**config.mk**
```make
export PLATFORM = sky130hd
export DESIGN_NAME = dmem_port_arbiter_flat
export DESIGN_NICKNAME = d
export VERILOG_FILES = /design/src/rtl/dmem_port_arbiter_if.sv /design/src/rtl/dmem_port_arbiter.sv /design/src/flat_wrapper.sv
export SDC_FILE = /design/constraint.sdc
export NUM_CORES = 1
export LEC_CHECK = 0
export BUFFER_PORTS_ARGS = -buffer_cell sky130_fd_sc_hd__buf_2
export CAP_MARGIN = 5
export CORE_AREA = 2 2 86 88
export CTS_CLUSTER_SIZE = 12
export DETAILED_ROUTE_END_ITERATION = 8
export DIE_AREA = 0 0 88 90
export PLACE_DENSITY_LB_ADDON = 0.15
export SKIP_CTS_REPAIR_TIMING = 1
export SLEW_MARGIN = 10
export SYNTH_ARGS = -nofsm -noshare
export SYNTH_HDL_FRONTEND = slang
export SYNTH_SLANG_ARGS = --single-unit
```
**constraint.sdc**
```tcl
create_clock -name clk -period 1.75 [get_ports clk]
set_input_delay 0.2625 -clock clk [delete_from_list [all_inputs] [get_ports clk]]
set_output_delay 0.2625 -clock clk [all_outputs]
set_load 0.01 [all_outputs]
```
**src/rtl/dmem_port_arbiter_if.sv**
```systemverilog
// Bundle of the core, auxiliary and RAM-side signals around the data-memory
// port arbiter. The slave view belongs to the arbiter; the master view
// belongs to the environment (core, aux requester and RAM).
interface dmem_port_arbiter_if #(
  parameter int ADDR_WIDTH = 14
);
  logic                  core_en;
  logic [3:0]            core_we;
  logic [ADDR_WIDTH-1:0] core_addr;
  logic [31:0]           core_din;
  logic                  core_stall;
  logic                  core_rvalid;

  logic                  aux_req;
  logic [3:0]            aux_we;
  logic [ADDR_WIDTH-1:0] aux_addr;
  logic [31:0]           aux_din;
  logic                  aux_gnt;
  logic                  aux_rvalid;
  logic [31:0]           aux_rdata;

  logic                  ram_en;
  logic [3:0]            ram_we;
  logic [ADDR_WIDTH-1:0] ram_addr;
  logic [31:0]           ram_din;
  logic [31:0]           ram_dout;

  modport slave (
    input  core_en, core_we, core_addr, core_din,
    output core_stall, core_rvalid,
    input  aux_req, aux_we, aux_addr, aux_din,
    output aux_gnt, aux_rvalid, aux_rdata,
    output ram_en, ram_we, ram_addr, ram_din,
    input  ram_dout
  );

  modport master (
    output core_en, core_we, core_addr, core_din,
    input  core_stall, core_rvalid,
    output aux_req, aux_we, aux_addr, aux_din,
    input  aux_gnt, aux_rvalid, aux_rdata,
    input  ram_en, ram_we, ram_addr, ram_din,
    output ram_dout
  );
endinterface

```
**src/rtl/dmem_port_arbiter.sv**
```systemverilog
// Data-memory port arbiter: the core owns the single RAM port by default,
// an auxiliary requester gets it when the core is idle, and a starvation
// counter forces a one-cycle aux grant (stalling the core) after
// STARVE_LIMIT blocked cycles. Read data returns with the RAM's 1-cycle
// latency, steered to whichever side issued the read.
module dmem_port_arbiter #(
  parameter int ADDR_WIDTH   = 14,
  parameter int STARVE_LIMIT = 4
) (
  input logic                clk,
  input logic                rst,
  dmem_port_arbiter_if.slave bus
);

  localparam int CNT_W = $clog2(STARVE_LIMIT + 1);
  localparam logic [CNT_W-1:0] LIMIT = CNT_W'(STARVE_LIMIT);

  logic [CNT_W-1:0]      wait_cnt;
  logic                  rd_pend;
  logic                  rd_owner;       // 1: pending read belongs to aux
  logic [31:0]           aux_rdata_hold;

  logic                  contend;
  logic                  forced;
  logic                  aux_own;
  logic                  rd_issue;
  logic                  aux_rvalid;
  logic [3:0]            sel_we;
  logic [ADDR_WIDTH-1:0] sel_addr;
  logic [31:0]           sel_din;

  // Owner selection and RAM port steering for the current cycle.
  always_comb begin
    contend  = bus.core_en & bus.aux_req;
    forced   = contend & (wait_cnt == LIMIT);
    aux_own  = bus.aux_req & (~bus.core_en | forced);
    sel_we   = 4'h0;
    sel_addr = bus.core_addr;
    sel_din  = bus.core_din;
    if (aux_own) begin
      sel_we   = bus.aux_we;
      sel_addr = bus.aux_addr;
      sel_din  = bus.aux_din;
    end else if (bus.core_en) begin
      sel_we   = bus.core_we;
    end
    rd_issue = (bus.core_en | bus.aux_req) & (sel_we == 4'h0);
  end

  assign bus.ram_en      = bus.core_en | bus.aux_req;
  assign bus.ram_we      = sel_we;
  assign bus.ram_addr    = sel_addr;
  assign bus.ram_din     = sel_din;
  assign bus.aux_gnt     = aux_own;
  assign bus.core_stall  = bus.core_en & aux_own;

  assign aux_rvalid      = rd_pend & rd_owner;
  assign bus.aux_rvalid  = aux_rvalid;
  assign bus.core_rvalid = rd_pend & ~rd_owner;
  // Show live RAM data in the valid cycle, the captured word afterwards.
  assign bus.aux_rdata   = aux_rvalid ? bus.ram_dout : aux_rdata_hold;

  // Starvation counter: counts blocked contention cycles, clears on any
  // aux grant or when aux stops requesting.
  always_ff @(posedge clk) begin
    if (rst) begin
      wait_cnt <= '0;
    end else if (!bus.aux_req || aux_own) begin
      wait_cnt <= '0;
    end else if (wait_cnt != LIMIT) begin
      wait_cnt <= wait_cnt + 1'b1;
    end
  end

  // Read tracking: remember that a read was issued and by whom.
  always_ff @(posedge clk) begin
    if (rst) begin
      rd_pend  <= 1'b0;
      rd_owner <= 1'b0;
    end else begin
      rd_pend  <= rd_issue;
      rd_owner <= aux_own;
    end
  end

  // Capture aux read data at the end of its valid cycle.
  always_ff @(posedge clk) begin
    if (rst) begin
      aux_rdata_hold <= '0;
    end else if (aux_rvalid) begin
      aux_rdata_hold <= bus.ram_dout;
    end
  end

endmodule
```
**src/flat_wrapper.sv**
```systemverilog
// flat-port wrapper written by rule: the top's interface ports become plain ports
module dmem_port_arbiter_flat 
#(
  parameter int ADDR_WIDTH   = 14,
  parameter int STARVE_LIMIT = 4
)
  (clk, rst, bus_core_en, bus_core_we, bus_core_addr, bus_core_din, bus_core_stall, bus_core_rvalid, bus_aux_req, bus_aux_we, bus_aux_addr, bus_aux_din, bus_aux_gnt, bus_aux_rvalid, bus_aux_rdata, bus_ram_en, bus_ram_we, bus_ram_addr, bus_ram_din, bus_ram_dout);
  dmem_port_arbiter_if #(.ADDR_WIDTH(ADDR_WIDTH)) bus_i ();
  input logic clk;
  input logic rst;
  input wire logic [$bits(bus_i.core_en)-1:0] bus_core_en;
  input wire logic [$bits(bus_i.core_we)-1:0] bus_core_we;
  input wire logic [$bits(bus_i.core_addr)-1:0] bus_core_addr;
  input wire logic [$bits(bus_i.core_din)-1:0] bus_core_din;
  output wire logic [$bits(bus_i.core_stall)-1:0] bus_core_stall;
  output wire logic [$bits(bus_i.core_rvalid)-1:0] bus_core_rvalid;
  input wire logic [$bits(bus_i.aux_req)-1:0] bus_aux_req;
  input wire logic [$bits(bus_i.aux_we)-1:0] bus_aux_we;
  input wire logic [$bits(bus_i.aux_addr)-1:0] bus_aux_addr;
  input wire logic [$bits(bus_i.aux_din)-1:0] bus_aux_din;
  output wire logic [$bits(bus_i.aux_gnt)-1:0] bus_aux_gnt;
  output wire logic [$bits(bus_i.aux_rvalid)-1:0] bus_aux_rvalid;
  output wire logic [$bits(bus_i.aux_rdata)-1:0] bus_aux_rdata;
  output wire logic [$bits(bus_i.ram_en)-1:0] bus_ram_en;
  output wire logic [$bits(bus_i.ram_we)-1:0] bus_ram_we;
  output wire logic [$bits(bus_i.ram_addr)-1:0] bus_ram_addr;
  output wire logic [$bits(bus_i.ram_din)-1:0] bus_ram_din;
  input wire logic [$bits(bus_i.ram_dout)-1:0] bus_ram_dout;
  assign bus_i.core_en = bus_core_en;
  assign bus_i.core_we = bus_core_we;
  assign bus_i.core_addr = bus_core_addr;
  assign bus_i.core_din = bus_core_din;
  assign bus_core_stall = bus_i.core_stall;
  assign bus_core_rvalid = bus_i.core_rvalid;
  assign bus_i.aux_req = bus_aux_req;
  assign bus_i.aux_we = bus_aux_we;
  assign bus_i.aux_addr = bus_aux_addr;
  assign bus_i.aux_din = bus_aux_din;
  assign bus_aux_gnt = bus_i.aux_gnt;
  assign bus_aux_rvalid = bus_i.aux_rvalid;
  assign bus_aux_rdata = bus_i.aux_rdata;
  assign bus_ram_en = bus_i.ram_en;
  assign bus_ram_we = bus_i.ram_we;
  assign bus_ram_addr = bus_i.ram_addr;
  assign bus_ram_din = bus_i.ram_din;
  assign bus_i.ram_dout = bus_ram_dout;
  dmem_port_arbiter #(.ADDR_WIDTH(ADDR_WIDTH), .STARVE_LIMIT(STARVE_LIMIT)) u_core (.clk(clk), .rst(rst), .bus(bus_i));
endmodule
```
**Word level (Yosys, flattened, before mapping)**

Index checks and enable logic that the tools add are counted.

- Bits in registers: 37
- Input port bits: 136
- Output and inout bits: 87
- Word-level logic and storage cells: 27

- $add $sub $neg: 1
- Equality and inequality tests: 2
- Multiplexer cells: 5
- Bitwise gates (word level): 11
- Reductions and logical operators: 4

Operators by type and width:

| cell | number |
|---|---|
| 32-bit two-way mux | 2 |
| 14-bit two-way mux | 1 |
| 4-bit two-way mux | 2 |
| 1-bit AND | 7 |
| 4-bit zero test | 1 |
| 3-bit by 1-bit adder with 3-bit output (second input constant) | 1 |
| 3-bit equality test (second input constant) | 1 |
| 3-bit inequality test (second input constant) | 1 |
| 1-bit inverter | 2 |
| 1-bit OR | 2 |
| 2-bit OR reduction | 1 |
| 1-bit zero test | 1 |
| 1-bit logical OR | 1 |

**Logic depth before layout (Yosys ltp)**

- Word-level depth: 7
- Depth in mapped cells: 7
- Gate-level depth less buffers: 6

**Least setup slack after synthesis**

OpenSTA, ideal clock, no wires.

- Kind: register to output
- Start point: register u_core.wait_cnt[0]
- End point: output bus_ram_din[12]
- Data arrival time: 1.527 ns
- Data required time: 1.487 ns
- Setup slack: -0.039 ns
- Stages on the path, launching flop included: 8
- Buffers on the path: 2
- Path through: dfxtp_1 -> inv_1 -> ha_1 -> and2_4 -> o21ai_2 -> buf_6 -> buf_6 -> mux2_4

- Cells in the longest elaborated chain, start to end: 5

RTL lines:

| what | RTL line | text |
|---|---|---|
| start: declaration | dmem_port_arbiter.sv:18 | `logic [CNT_W-1:0] wait_cnt;` |
| start signal: assignment | dmem_port_arbiter.sv:71 | `wait_cnt <= wait_cnt + 1'b1;` |
| 3-bit equality test | dmem_port_arbiter.sv:35 | `forced = contend & (wait_cnt == LIMIT);` |
| 1-bit AND | dmem_port_arbiter.sv:35 |  |
| 1-bit OR | dmem_port_arbiter.sv:36 | `aux_own = bus.aux_req & (~bus.core_en \| forced);` |
| 1-bit AND | dmem_port_arbiter.sv:36 |  |
| 32-bit two-way mux | dmem_port_arbiter.sv:40 | `if (aux_own) begin` |
| end: declaration | flat_wrapper.sv:27 | `output wire logic [$bits(bus_i.ram_din)-1:0] bus_ram_din;` |

Every way passes these cells.

**Final worst setup path**

- Start point: register u_core.wait_cnt[1]
- End point: output bus_ram_we[1]

- Cells in the longest elaborated chain, start to end: 5

RTL lines:

| what | RTL line | text |
|---|---|---|
| 3-bit equality test | dmem_port_arbiter.sv:35 |  |
| 1-bit AND | dmem_port_arbiter.sv:35 |  |
| 1-bit OR | dmem_port_arbiter.sv:36 |  |
| 1-bit AND | dmem_port_arbiter.sv:36 |  |
| 4-bit two-way mux | dmem_port_arbiter.sv:40 |  |
| end: declaration | flat_wrapper.sv:25 | `output wire logic [$bits(bus_i.ram_we)-1:0] bus_ram_we;` |

Every way passes these cells.

==> flow_metrics.env <==
export IMPL_insertion_delay_ps=290
export IMPL_finalHoldViolCount=0
export IMPL_seq_power_share_pct=37.5
export IMPL_cpPeakStageDelay_ps=330
export IMPL_cp_max_fo=7
export IMPL_synth_ff_type="dfxtp_1"
export IMPL_ioPinCount=223
export IMPL_worst_pin_slew_ps=334
export IMPL_cap_violations=0
export IMPL_dieArea_mm2=0.00792
export IMPL_clock_sinks=37
export IMPL_start_util_pct=30.9
export IMPL_gr_usage_all_layers_pct=15.1
export IMPL_crit_path_frequent_cell="buf_12"
export IMPL_cp_depth=9
export IMPL_dieWidth_um=88
export IMPL_drt_iter0_markers=48
export IMPL_totalWireLength_um=7520
export IMPL_p_sw_share_pct=24.5
export IMPL_finalClockSkew_ps=6.83
export IMPL_p_per_area_mw_per_mm2=553
export IMPL_clockRootBuffer="clkbuf_8"
export IMPL_fillCellCount=627
export IMPL_clkTransAtPathRegs_ps=70
export IMPL_synth_edf_count=0
export IMPL_antenna_found_initial=0
export IMPL_syn_avg_cell_area_um2=11.3
export IMPL_antenna_cells=0
export IMPL_multi_input_area_mm2=0.00144
export IMPL_fin_crit_ps=2140
export IMPL_grt_pass1_vias=2003
export IMPL_yosysTopAreaCellShare_pct=34.2
export IMPL_cp_slowest_cell="dfxtp_2"
export IMPL_clock_fmax_ghz=0.467
export IMPL_worstPathCellList="inv_2, ha_4, and2_4, o21ai_4, buf_12, buf_12, clkinvlp_4, a22o_1, buf_6"
export IMPL_synth_warnings=0
export IMPL_final_setup_viol_count=51
export IMPL_die_height_um=90
export IMPL_r2r_slack_ps=140
export IMPL_cts_buffers=5
export IMPL_core_area_mm2=0.00702
export IMPL_setup_worst_path_end="bus_ram_we[1]"
export IMPL_stdcell_count=526
export IMPL_placed_cells=509
export IMPL_clockPowerShare_pct=32.5
export IMPL_synth_cells=191
export IMPL_slew_headroom_pct=77.7
export IMPL_yosys_top_cells_count="59 x mux2_2, 37 x dfxtp_1, 33 x nor2b_1"
export IMPL_portBuffers=222
export IMPL_hold_class="in -> reg"
export IMPL_startpoint_type="flip-flop"
export IMPL_gp_congestion=0.700
export IMPL_totalPowerFinal_uw=2260
export IMPL_synth_area_leader_cell="dfxtp_1"
export IMPL_crit_family="buffers and inverters"
export IMPL_timing_final_ws_setup_ps=-390
export IMPL_worstRegToRegCells=9
export IMPL_rsz0062_at_grt="yes"
export IMPL_wl_per_cell_um=14.3
export IMPL_rr_endpoint="u_core.rd_pend"
export IMPL_p_leak_uw=0.00227
export IMPL_dp_hpwl_um=5190
export IMPL_violations="setup timing"
export IMPL_hold_slack_ps=290
export IMPL_fin_nets=564
export IMPL_synth_seq_area_share_pct=34.2
export IMPL_syn_nets=329
export IMPL_internal_power_uw=1700
export IMPL_drc=0
export IMPL_critPathKind="reg -> out"
export IMPL_status="finished with violations"
export IMPL_drive_above_1_share_pct=78.5
export IMPL_endpoint_kind="output port"
export IMPL_report_final_slew_viol_count=0
export IMPL_ctsHtreeMaxLevel=2
export IMPL_num_vias=2276
export IMPL_synth_cell_types=22
export IMPL_vias_per_cell=4.33
export IMPL_power_switching_uw=554
export IMPL_first_pass_iters=4
export IMPL_crit_start="u_core.wait_cnt[1]"
export IMPL_pwr_share_comb_pct=30.0
export IMPL_regArea_um2=743
export IMPL_arrival_ps=1880
export IMPL_vdd_drop_max_mv=0.270
export IMPL_syn_to_final_growth_pct=88.6
export IMPL_holdPathStages=3
export IMPL_period_share_pct=122
export IMPL_drtAntennaViolNets=0
export IMPL_synth_most_common_cell="mux2_2"
export IMPL_cts_path_max_buffers=2
export IMPL_grt_pass1_wl_um=9510
export IMPL_cp_num_buf_inv=5
export IMPL_r2r_start="u_core.wait_cnt[1]"
export IMPL_synthesis_area_mm2=0.00217
export IMPL_worstPathRequired_ps=1490
export IMPL_globalRoute_totalOverflow=0
export IMPL_cts_tree="built"
export IMPL_grt_max_degree=34
export IMPL_async_flop_share_pct=0
export IMPL_synthTopCellsByArea="dfxtp_1 34%, mux2_2 31%, mux2_4 13%"
export IMPL_rows=31
export IMPL_ys_ff_latch=37
metal layers:
metal	track usage, %	vias to the layer above	wire length [um]
met5	0	-	0
met1	18.0	1043	2870
met3	4.41	4	492
li1	-	1126	-
met2	26.3	103	4100
met4	3.46	0	56
tightest hold or removal path: stages:
cell and delay (ps):
buf_2 120, nand3_1 60, mux2i_1 70
logic make-up (layout without fill, tap and decap cells):
kind of cell | after synthesis | after routing | share of synthesized area (%)
adders and majority gates | 2 | 2 | 1.15
and+or+nand+nor | 49 | 49 | 13.4
DFF | 37 | 37 | 34.2
AOI/OAI and AO/OA | 6 | 6 | 2.25
buffers and inverters | 17 | 253 | 4.27
muxes | 80 | 80 | 44.7
cell type report:
cell class	instances	share of cell area [%]
well taps	99	3.03
multi-input cells	137	35.1
inverters	5	0.551
clock buffers	6	1.78
clock inverters	2	0.949
flip-flops and latches	37	18.2
repair buffers	240	40.4
how the worst min path moves through the flow:
| stage | startpoint | end |
|---|---|---|
| 3_5_place_dp | u_core.wait_cnt[0] | u_core.wait_cnt[0] |
| 4_1_cts | bus_aux_we[0] | u_core.rd_pend |
| 3_3_place_gp | u_core.wait_cnt[0] | u_core.wait_cnt[0] |
| 6_report | bus_core_en | u_core.rd_pend |
| 5_1_grt | bus_core_en | u_core.rd_pend |
| 2_1_floorplan | u_core.wait_cnt[0] | u_core.wait_cnt[0] |
metrics by stage:
step	worst slack, ps	TNS (ps)	cell area, um^2	utilization (%)
after CTS	-463	-21690	3560	50.7
after detailed placement	-149	-5620	3440	49.1
after global placement	-110	-3860	3440	49.1
after global routing	-496	-22520	4090	58.2
after floorplan	0.757	0	2180	-
final	-390	-18360	4090	58.2
power by group through the flow:
stage / Clock (uW) / Combinational (uW) / Sequential [uW]
floorplan: 0 / 237 / 866
global placement: 0 / 493 / 866
detailed placement: 0 / 496 / 866
CTS: 764 / 498 / 846
global route: 805 / 719 / 847
finish: 733 / 678 / 847
state kept, by name (all words and copies together), names as in the netlist:
name,flops
u_core.aux_rdata_hold,32
u_core.rd_owner,1
u_core.rd_pend,1
u_core.wait_cnt,3
layout by cell type (no fill, tap or decap), types with 2 or more instances in the layout:
cell | synthesis | final
dfxtp_1 | 37 | 35
mux2i_1 | 2 | 2
nor4_1 | 2 | 2
nor2_1 | 4 | 4
buf_2 | 5 | 180
buf_12 | 0 | 4
inv_1 | 5 | 2
dfxtp_2 | 0 | 2
nand2_1 | 3 | 2
inv_2 | 0 | 2
buf_6 | 3 | 43
clkbuf_16 | 0 | 5
clkbuf_8 | 0 | 5
mux2_2 | 59 | 38
buf_4 | 0 | 8
a22o_1 | 4 | 4
nor3_1 | 2 | 2
nor2b_1 | 33 | 33
mux2_4 | 19 | 40
Note: power is estimated with default switching activity, not from simulation.
